### config.mk
export PLATFORM = sky130hd
export DESIGN_NAME = uart_hex_parser
export DESIGN_NICKNAME = d
export VERILOG_FILES = /design/src/rtl/uart_pkg.sv /design/src/rtl/ascii_hex_decode.sv /design/src/rtl/uart_hex_parser.sv
export SDC_FILE = /design/constraint.sdc
export NUM_CORES = 1
export LEC_CHECK = 0
export BUFFER_PORTS_ARGS = -buffer_cell sky130_fd_sc_hd__buf_2
export CORE_MARGIN = 2
export CORE_UTILIZATION = 55
export DETAILED_ROUTE_END_ITERATION = 16
export GPL_TIMING_DRIVEN = 0
export PLACE_DENSITY = 0.75
export SLEW_MARGIN = 40
export SYNTH_ARGS = -nofsm -noshare
export SYNTH_HDL_FRONTEND = slang
export SYNTH_SLANG_ARGS = --single-unit
### constraint.sdc
create_clock -name i_Clk -period 3.2 [get_ports i_Clk]
set_input_delay 0.16 -clock i_Clk [delete_from_list [all_inputs] [get_ports i_Clk]]
set_output_delay 0.16 -clock i_Clk [all_outputs]
set_load 0.01 [all_outputs]
### src/rtl/uart_pkg.sv
// Shared constants for the UART hex command parser: ASCII codes, error codes
// and parser state encoding.
package uart_pkg;

  localparam logic [7:0] ASCII_CR    = 8'h0D;
  localparam logic [7:0] ASCII_LF    = 8'h0A;
  localparam logic [7:0] ASCII_SPACE = 8'h20;
  localparam logic [7:0] ASCII_0     = 8'h30;
  localparam logic [7:0] ASCII_9     = 8'h39;
  localparam logic [7:0] ASCII_UC_A  = 8'h41;
  localparam logic [7:0] ASCII_UC_F  = 8'h46;
  localparam logic [7:0] ASCII_LC_A  = 8'h61;
  localparam logic [7:0] ASCII_LC_F  = 8'h66;

  localparam logic [1:0] ERR_NONE    = 2'd0;
  localparam logic [1:0] ERR_CHAR    = 2'd1;
  localparam logic [1:0] ERR_LEN     = 2'd2;
  localparam logic [1:0] ERR_TIMEOUT = 2'd3;

  typedef enum logic [1:0] {
    ST_IDLE = 2'd0,
    ST_GOT1 = 2'd1,
    ST_GOT2 = 2'd2
  } state_t;

endpackage

### src/rtl/ascii_hex_decode.sv
// Combinational classifier for one received character: hex digit (any case)
// with its nibble value, or line terminator.
module ascii_hex_decode
  import uart_pkg::*;
(
  input  logic [7:0] i_Char,
  output logic       o_Is_Hex,
  output logic       o_Is_Term,
  output logic [3:0] o_Nibble
);

  always_comb begin
    o_Is_Hex  = 1'b0;
    o_Nibble  = '0;
    o_Is_Term = (i_Char == ASCII_CR) || (i_Char == ASCII_LF);
    if ((i_Char >= ASCII_0) && (i_Char <= ASCII_9)) begin
      o_Is_Hex = 1'b1;
      o_Nibble = 4'(i_Char - ASCII_0);
    end else if ((i_Char >= ASCII_UC_A) && (i_Char <= ASCII_UC_F)) begin
      o_Is_Hex = 1'b1;
      o_Nibble = 4'(i_Char - ASCII_UC_A + 8'd10);
    end else if ((i_Char >= ASCII_LC_A) && (i_Char <= ASCII_LC_F)) begin
      o_Is_Hex = 1'b1;
      o_Nibble = 4'(i_Char - ASCII_LC_A + 8'd10);
    end
  end

endmodule

### src/rtl/uart_hex_parser.sv
// Parses "HH<CR|LF>" ASCII commands from the UART receiver into committed
// bytes, flagging malformed input and inter-character timeouts.
module uart_hex_parser
  import uart_pkg::*;
#(
  parameter int unsigned CLKS_TIMEOUT = 1085000
) (
  input  logic       i_Clk,
  input  logic       i_Rst_L,
  input  logic       i_RX_DV,
  input  logic [7:0] i_RX_Byte,
  output logic [7:0] o_Byte,
  output logic       o_Byte_DV,
  output logic       o_Err,
  output logic [1:0] o_Err_Code,
  output logic       o_Busy
);

  localparam int unsigned CNT_W = $clog2(CLKS_TIMEOUT);

  state_t           r_State, w_State_Next;
  logic [CNT_W-1:0] r_Cnt, w_Cnt_Next;
  logic [3:0]       r_Hi, w_Hi_Next, r_Lo, w_Lo_Next;
  logic [7:0]       r_Byte, w_Byte_Next;
  logic             r_Byte_DV, w_Byte_DV_Next;
  logic             r_Err, w_Err_Next;
  logic [1:0]       r_Err_Code, w_Err_Code_Next;

  logic             w_Is_Hex, w_Is_Term;
  logic [3:0]       w_Nibble;

  ascii_hex_decode u_decode (
    .i_Char    (i_RX_Byte),
    .o_Is_Hex  (w_Is_Hex),
    .o_Is_Term (w_Is_Term),
    .o_Nibble  (w_Nibble)
  );

  always_ff @(posedge i_Clk or negedge i_Rst_L) begin
    if (!i_Rst_L) begin
      r_State    <= ST_IDLE;
      r_Cnt      <= '0;
      r_Hi       <= '0;
      r_Lo       <= '0;
      r_Byte     <= '0;
      r_Byte_DV  <= 1'b0;
      r_Err      <= 1'b0;
      r_Err_Code <= ERR_NONE;
    end else begin
      r_State    <= w_State_Next;
      r_Cnt      <= w_Cnt_Next;
      r_Hi       <= w_Hi_Next;
      r_Lo       <= w_Lo_Next;
      r_Byte     <= w_Byte_Next;
      r_Byte_DV  <= w_Byte_DV_Next;
      r_Err      <= w_Err_Next;
      r_Err_Code <= w_Err_Code_Next;
    end
  end

  always_comb begin
    w_State_Next    = r_State;
    w_Cnt_Next      = r_Cnt;
    w_Hi_Next       = r_Hi;
    w_Lo_Next       = r_Lo;
    w_Byte_Next     = r_Byte;
    w_Byte_DV_Next  = 1'b0;
    w_Err_Next      = 1'b0;
    w_Err_Code_Next = r_Err_Code;

    // A received byte takes priority over a timeout landing on the same cycle.
    if (i_RX_DV) begin
      w_Cnt_Next = '0;
      unique case (r_State)
        ST_IDLE: begin
          if (w_Is_Hex) begin
            w_Hi_Next    = w_Nibble;
            w_State_Next = ST_GOT1;
          end else if (!w_Is_Term && (i_RX_Byte != ASCII_SPACE)) begin
            w_Err_Next      = 1'b1;
            w_Err_Code_Next = ERR_CHAR;
          end
        end
        ST_GOT1: begin
          if (w_Is_Hex) begin
            w_Lo_Next    = w_Nibble;
            w_State_Next = ST_GOT2;
          end else begin
            w_Err_Next      = 1'b1;
            w_Err_Code_Next = w_Is_Term ? ERR_LEN : ERR_CHAR;
            w_State_Next    = ST_IDLE;
          end
        end
        ST_GOT2: begin
          if (w_Is_Term) begin
            w_Byte_Next    = {r_Hi, r_Lo};
            w_Byte_DV_Next = 1'b1;
          end else begin
            w_Err_Next      = 1'b1;
            w_Err_Code_Next = w_Is_Hex ? ERR_LEN : ERR_CHAR;
          end
          w_State_Next = ST_IDLE;
        end
        default: w_State_Next = ST_IDLE;
      endcase
    end else if (r_State != ST_IDLE) begin
      if (r_Cnt == CNT_W'(CLKS_TIMEOUT - 1)) begin
        w_Err_Next      = 1'b1;
        w_Err_Code_Next = ERR_TIMEOUT;
        w_State_Next    = ST_IDLE;
        w_Cnt_Next      = '0;
      end else begin
        w_Cnt_Next = r_Cnt + CNT_W'(1);
      end
    end

    if (w_State_Next == ST_IDLE) begin
      w_Hi_Next = '0;
      w_Lo_Next = '0;
    end
  end

  assign o_Byte     = r_Byte;
  assign o_Byte_DV  = r_Byte_DV;
  assign o_Err      = r_Err;
  assign o_Err_Code = r_Err_Code;
  assign o_Busy     = (r_State != ST_IDLE);

endmodule

After elaboration in Yosys (flattened, before gate mapping)
Index checks and enable logic that the tools add are counted.

storage, ports and cells
  register bits after elaboration = 43
  input bits = 11
  output and inout bits = 13
  word-level logic and storage cells = 93

cells by class
  add/subtract/negate cells = 6
  magnitude comparators = 6
  eq/ne operators = 11
  muxes and demuxes = 43
  reductions and logical operators = 19

operator list
  cell                                                             count
  two-way mux 21 bit                                               3
  two-way mux 4 bit                                                10
  two-way mux 2 bit                                                14
  adder 21 x 1 -> 21 bit (second input constant)                   1
  equality test 21 bit (second input constant)                     1
  equality test 8 x 4 -> 1 bit (second input constant)             2
  >= comparator 8 x 7 -> 1 bit (second input constant)             2
  less-or-equal comparator 8 x 7 -> 1 bit (second input constant)  2
  nonzero test 2 bit                                               7
  two-way mux 1 bit                                                13
  inequality test 3 bit (second input constant)                    4
  subtractor 4 x 1 -> 4 bit (second input constant)                3
  AND reduction 3 bit                                              3
  adder 4 bit (second input constant)                              2
  >= comparator 8 x 6 -> 1 bit (second input constant)             1
  less-or-equal comparator 8 x 6 -> 1 bit (second input constant)  1
  inequality test 8 x 6 -> 1 bit (second input constant)           1
  AND reduction 7 bit                                              1
  one-hot mux 2 bit (3 select lines)                               1
  logical AND 1 bit                                                4
  zero test 2 bit                                                  2
  inequality test 4 x 1 -> 1 bit (second input constant)           1
  one-hot mux 2 bit (2 select lines)                               1
  one-hot mux 1 bit (3 select lines)                               1
  4 further kinds                                                  4

Logic depth before layout (Yosys ltp)
  depth after elaboration = 11
  depth in mapped cells = 8
  gate-level depth less buffers = 7

Cells and area by module
From an unflattened synthesis, not the netlist that was laid out.

unflattened totals
  cells, all modules = 235
  area total of the unflattened synthesis = 2416.1 um^2

by module, submodules not included
  module            instances  cells an instance  area each (um^2)  seq. area each (um^2)
  uart_hex_parser   1          208                2178.3            1076.0
  ascii_hex_decode  1          27                 237.7             0.0

Worst setup path after synthesis
Ideal clock, no wire load.

  kind = reg-to-reg
  start = reg r_State[0]
  end = reg r_Err_Code[0], in the netlist o_Err_Code[0]
  library setup time = 0.087 ns
  arrival time = 1.646 ns
  required time = 3.113 ns
  setup slack = 1.467 ns
  stages on the path, launching flop included = 9
  path buffers = 1
  period minus slack after synthesis = 1.733 ns
  cells stage by stage = dfrtp_1 -> inv_1 -> ha_1 -> buf_2 -> inv_1 -> o211ai_1 -> nand3_1 -> a41o_1 -> a22oi_1

on the way
  longest elaborated chain between the ends = 3
  elaborated cells between the ends (all ways) = 13
  those cells by class = eq/ne (7); mux (2); reduce/logical (4)

RTL lines
  item                           line                   source
  from (decl)                    uart_hex_parser.sv:21  state_t r_State, w_State_Next;
  from (signal assigned)         uart_hex_parser.sv:50  r_State <= w_State_Next;
  nonzero test 2 bit             --
  named net o_Busy               uart_hex_parser.sv:16  output logic o_Busy
  nonzero test 2 bit (no line)   --
  AND reduction 7 bit (no line)  --
  to (signal assigned)           uart_hex_parser.sv:57  r_Err_Code <= w_Err_Code_Next;
  to (decl)                      uart_hex_parser.sv:27  logic [1:0] r_Err_Code, w_Err_Code_Next;

The timed path passes the listed nets, and every way through them passes these cells.
A chain may end at the register's enable or synchronous reset.

Worst setup path in the final report
  start = reg r_Cnt[0]
  end = reg r_Lo[0]

on the way
  longest elaborated chain between the ends = 7
  elaborated cells between the ends (all ways) = 10
  those cells by class = eq/ne (1); mux (4); reduce/logical (5)

RTL lines
  item                           line                    source
  from (decl)                    uart_hex_parser.sv:22   logic [CNT_W-1:0] r_Cnt, w_Cnt_Next;
  from (signal assigned)         uart_hex_parser.sv:51   r_Cnt <= w_Cnt_Next;
  equality test 21 bit (*)       uart_hex_parser.sv:107  if (r_Cnt == CNT_W'(CLKS_TIMEOUT - 1)) begin
  two-way mux 2 bit (*)          uart_hex_parser.sv:107
  two-way mux 2 bit (*)          uart_hex_parser.sv:106  end else if (r_State != ST_IDLE) begin
  two-way mux 2 bit (*)          uart_hex_parser.sv:72   if (i_RX_DV) begin
  zero test 2 bit (*)            uart_hex_parser.sv:117  if (w_State_Next == ST_IDLE) begin
  nonzero test 2 bit (no line)   --
  AND reduction 3 bit (no line)  --
  to (signal assigned)           uart_hex_parser.sv:53   r_Lo <= w_Lo_Next;
  to (decl)                      uart_hex_parser.sv:23   logic [3:0] r_Hi, w_Hi_Next, r_Lo, w_Lo_Next;

Mark *: on every way between the ends. The rest lies on a longest branch, timed or not.

==> reports/results.md <==
- run status: completed
- gr usage total: 20.9%
- maximum buffer depth of the clock tree: 2
- via density per instance: 5.87
- final period utilization: 63.5%
- Buffers on Ports: 22
- total of endpoints with negative setup slack in the final report: 0
- routing usage on met2: 34.9%
- Syn Area/Cell: 10.4 um^2
- total power density per cell area: 462 nW/um^2
- H-tree levels: 2
- shortest clock period the worst path allows after layout: 2.03 ns
- share of Yosys cell area claimed by the top area cell type: 41.2%
- IR Drop Worst-Case VDD: 0.256 mV
- Worst-Margin Slew: 0.594 ns
- HPWL Detailed: 3.62 mm
- worst-skew pair later-pin latency: 0.30 ns
- main combinational cell family by area after synthesis: simple AND/OR/NAND/NOR gates
- Worst slew margin: 60.0%
- Die Y-Extent: 72.9 um
- Highest Clock Rate: 492 MHz
- highest-count cells in the layout ignoring fill and taps: sky130_fd_sc_hd__dfrtp_1 (43), sky130_fd_sc_hd__buf_2 (23), sky130_fd_sc_hd__nor2_1 (18), sky130_fd_sc_hd__a21oi_1 (17), sky130_fd_sc_hd__nand2_1 (16)
- number of global-route vias before repair: 1,924
- type of the worst setup path: flop to flop
- DRC Markers: 0
- routing usage on met1: 27.1%
- internal reg-to-reg setup slack: 1.17 ns
- number of filler instances in the final layout: 394
- Setup TNS: 0 ns
- maximum number of pins on one net before global-route repair: 44
- library cells used by synthesis: 62
- clock tree sinks: 43
- count of vias placed by the detailed router: 1,967
- first-pass detailed-route iteration total: 4
- number of CTS-inserted buffers: 5
- post-synth net total: 270
- cell count after synthesis: 250
- max-cap viol count: 0
- count of cells resized by post-cts repair: 0
- layer with the highest usage: met2
- routed wire length: 4.97 mm
- global placement routability congestion: 0.805
- data required time of the critical path: 3.37 ns
- xor/xnor share of the synthesized area: 4.03%
- antenna fix cells: 0
- remaining global-route overflow: 0
- Area growth, synth to finish: 10.9%
- compound-cell area share of the yosys netlist: 15.6%
- antenna-violating nets left: 0
- effective utilization at floorplan: 56.0%
- initial antenna violation count: 0
- Nets: 300
- Final Hold Fails: 0
- number of flip-flops and latches in the synthesized netlist: 43
- worst clock skew on the final layout: 0.00795 ns
- Critical Path End Type: flop
- top area cells in the synthesized netlist: sky130_fd_sc_hd__dfrtp_1 (41%), sky130_fd_sc_hd__mux2i_1 (5.0%), sky130_fd_sc_hd__ha_1 (4.3%), sky130_fd_sc_hd__a21oi_1 (3.3%), sky130_fd_sc_hd__nand3_1 (2.7%)
- die outline area: 5310 um^2
- number of primary I/O pins: 24
- first-pass GRT wire length: 8.76 mm
- most common cell after layout, fill and taps aside: sky130_fd_sc_hd__dfrtp_1
- number of DRC markers after the initial detailed-route iteration: 121
- total count of max-transition violations in the final report: 0
- setup repair bufs after CTS: 0
- hold buffer count at CTS: 1
- Critical Path Start Type: flop
- share of final-layout standard cells stronger than drive strength 1: 21.0%
- cell taking the most area after synthesis: sky130_fd_sc_hd__dfrtp_1
- sequential cell area fraction in the yosys report: 41.2%
- root buffer selected by CTS: sky130_fd_sc_hd__clkbuf_8
- CTS clock-pin slew for the worst setup and hold paths: 0.08 ns
- routed wire length per instance: 14.8 um
- total standard cell area after synthesis: 2610 um^2
- share of synthesized cell area in full adder, half adder and majority cells: 4.31%
- static leakage power: 1.31 nW
- Die Span X: 72.9 um
- class of the worst hold path: primary input to flop
- TritonCTS clock tree: yes
- Crit Path Max Fanout: 8
- final core area utilization: 62.1%
- data arrival time of the worst path: 2.20 ns
- area of the core: 4660 um^2
- number of cell rows: 25
- Yosys warnings: 0
- post-synthesis share of cell area spent on and, or, nand and nor gates: 22.0%
- RSZ-0062 raised after global routing: false
- met3 Usage GRT: 4.28%
- multiplexer area fraction after synthesis: 9.30%
## kinds of logic after synthesis
family	after synthesis
flops	43
mux	23
compound gates	49
simple gates	93
buf+inv	21
xor+xnor	12
fa+ha+maj	9
## flip-flops by register name, summed over array words and instances (netlist names)
signal / cells
r_Cnt: 21
o_Err: 1
o_Err_Code: 2
r_Lo: 4
o_Byte: 8
r_State: 2
r_Hi: 4
o_Byte_DV: 1
## stage by stage
step	hold WS [ns]	area [um^2]	instances	total power, W	setup slack, ns
after floorplan	-0.136	2610	250	0.000886	1.47
after global placement	0.357	2790	326	0.000986	1.22
after detailed placement	0.186	2790	326	0.000993	1.23
after CTS	0.288	2890	335	0.00135	1.21
after global routing	0.311	2890	335	0.00142	1.04
final	0.291	2890	335	0.00134	1.17
## path summary, 6_finish.rpt
| path | cells after the start | end | startpoint |
|---|---|---|---|
| worst max register to register | 6 | r_Lo[0] | r_Cnt[0] |
| min in group asynchronous | 2 | r_Cnt[10] | i_Rst_L |
| max in group asynchronous | 2 | r_Cnt[19] | i_Rst_L |
| worst max-delay path | 6 | r_Lo[0] | r_Cnt[0] |
| worst min-delay path | 4 | r_Lo[2] | i_RX_Byte[2] |
| worst min register to register | 1 | r_Cnt[20] | r_Cnt[20] |
## synth_stat cells (all sizes together)
| cell type | count |
|---|---|
| nand3 | 15 |
| a311oi | 1 |
| or3b | 2 |
| xor2 | 4 |
| nor4b | 2 |
| nor3b | 1 |
| o21ai | 7 |
| a211oi | 3 |
| nand2b | 1 |
| o211a | 1 |
| inv | 13 |
| o311a | 1 |
| and4 | 2 |
| ha | 9 |
| mux2i | 13 |
| nor4 | 5 |
| mux2 | 10 |
| o21a | 1 |
| nand2 | 16 |
| a21boi | 1 |
| nand4 | 6 |
| buf | 4 |
| a21oi | 18 |
| o22ai | 1 |
| a22oi | 2 |
| nand3b | 2 |
| nor2b | 4 |
| o21bai | 2 |
| or2 | 1 |
| dfrtp | 43 |
| a21o | 2 |
| a31o | 1 |
| nand4bb | 2 |
| and3 | 1 |
| nor2 | 19 |
| a221oi | 3 |
| and4b | 2 |
| xnor2 | 8 |
| or3 | 1 |
| nor3 | 8 |
| o211ai | 3 |
| a41oi | 1 |
| a41o | 1 |
| clkbuf | 4 |
| and2 | 3 |
## worst max-delay path: stages, from the launching register on
cell and delay (ns):
sky130_fd_sc_hd__dfrtp_1 0.40, sky130_fd_sc_hd__ha_1 0.21, sky130_fd_sc_hd__nand2_1 0.08, sky130_fd_sc_hd__nor4_1 0.52, sky130_fd_sc_hd__a21oi_1 0.18, sky130_fd_sc_hd__o22ai_2 0.38, sky130_fd_sc_hd__a21oi_1 0.13
## routing by layer
layer,up-vias,part of all wire [%]
met1,970,47
met5,-,0
met3,7,2.4
met2,24,49
met4,0,1.4
li1,966,-
## power by group
part	leakage (nW)	switching (W)	internal, W
Sequential	0.591	0.0000315	0.000581
Combinational	0.677	0.000240	0.000133
Clock	0.0443	0.000198	0.000156
Total	1.31	0.000469	0.000870
## cell type report
| type | instances | area, um^2 | share of cell area, % |
|---|---|---|---|
| multi-input combinational | 186 | 1440 | 49.8 |
| buffer | 8 | 43.8 | 1.51 |
| clock inverter | 3 | 25.0 | 0.865 |
| sequential | 43 | 1080 | 37.2 |
| clock buffer | 5 | 68.8 | 2.38 |
| timing repair buffer | 23 | 123 | 4.24 |
| tap | 54 | 67.6 | 2.33 |
| inverter | 13 | 48.8 | 1.69 |
Power figures use the tool's default switching activity.
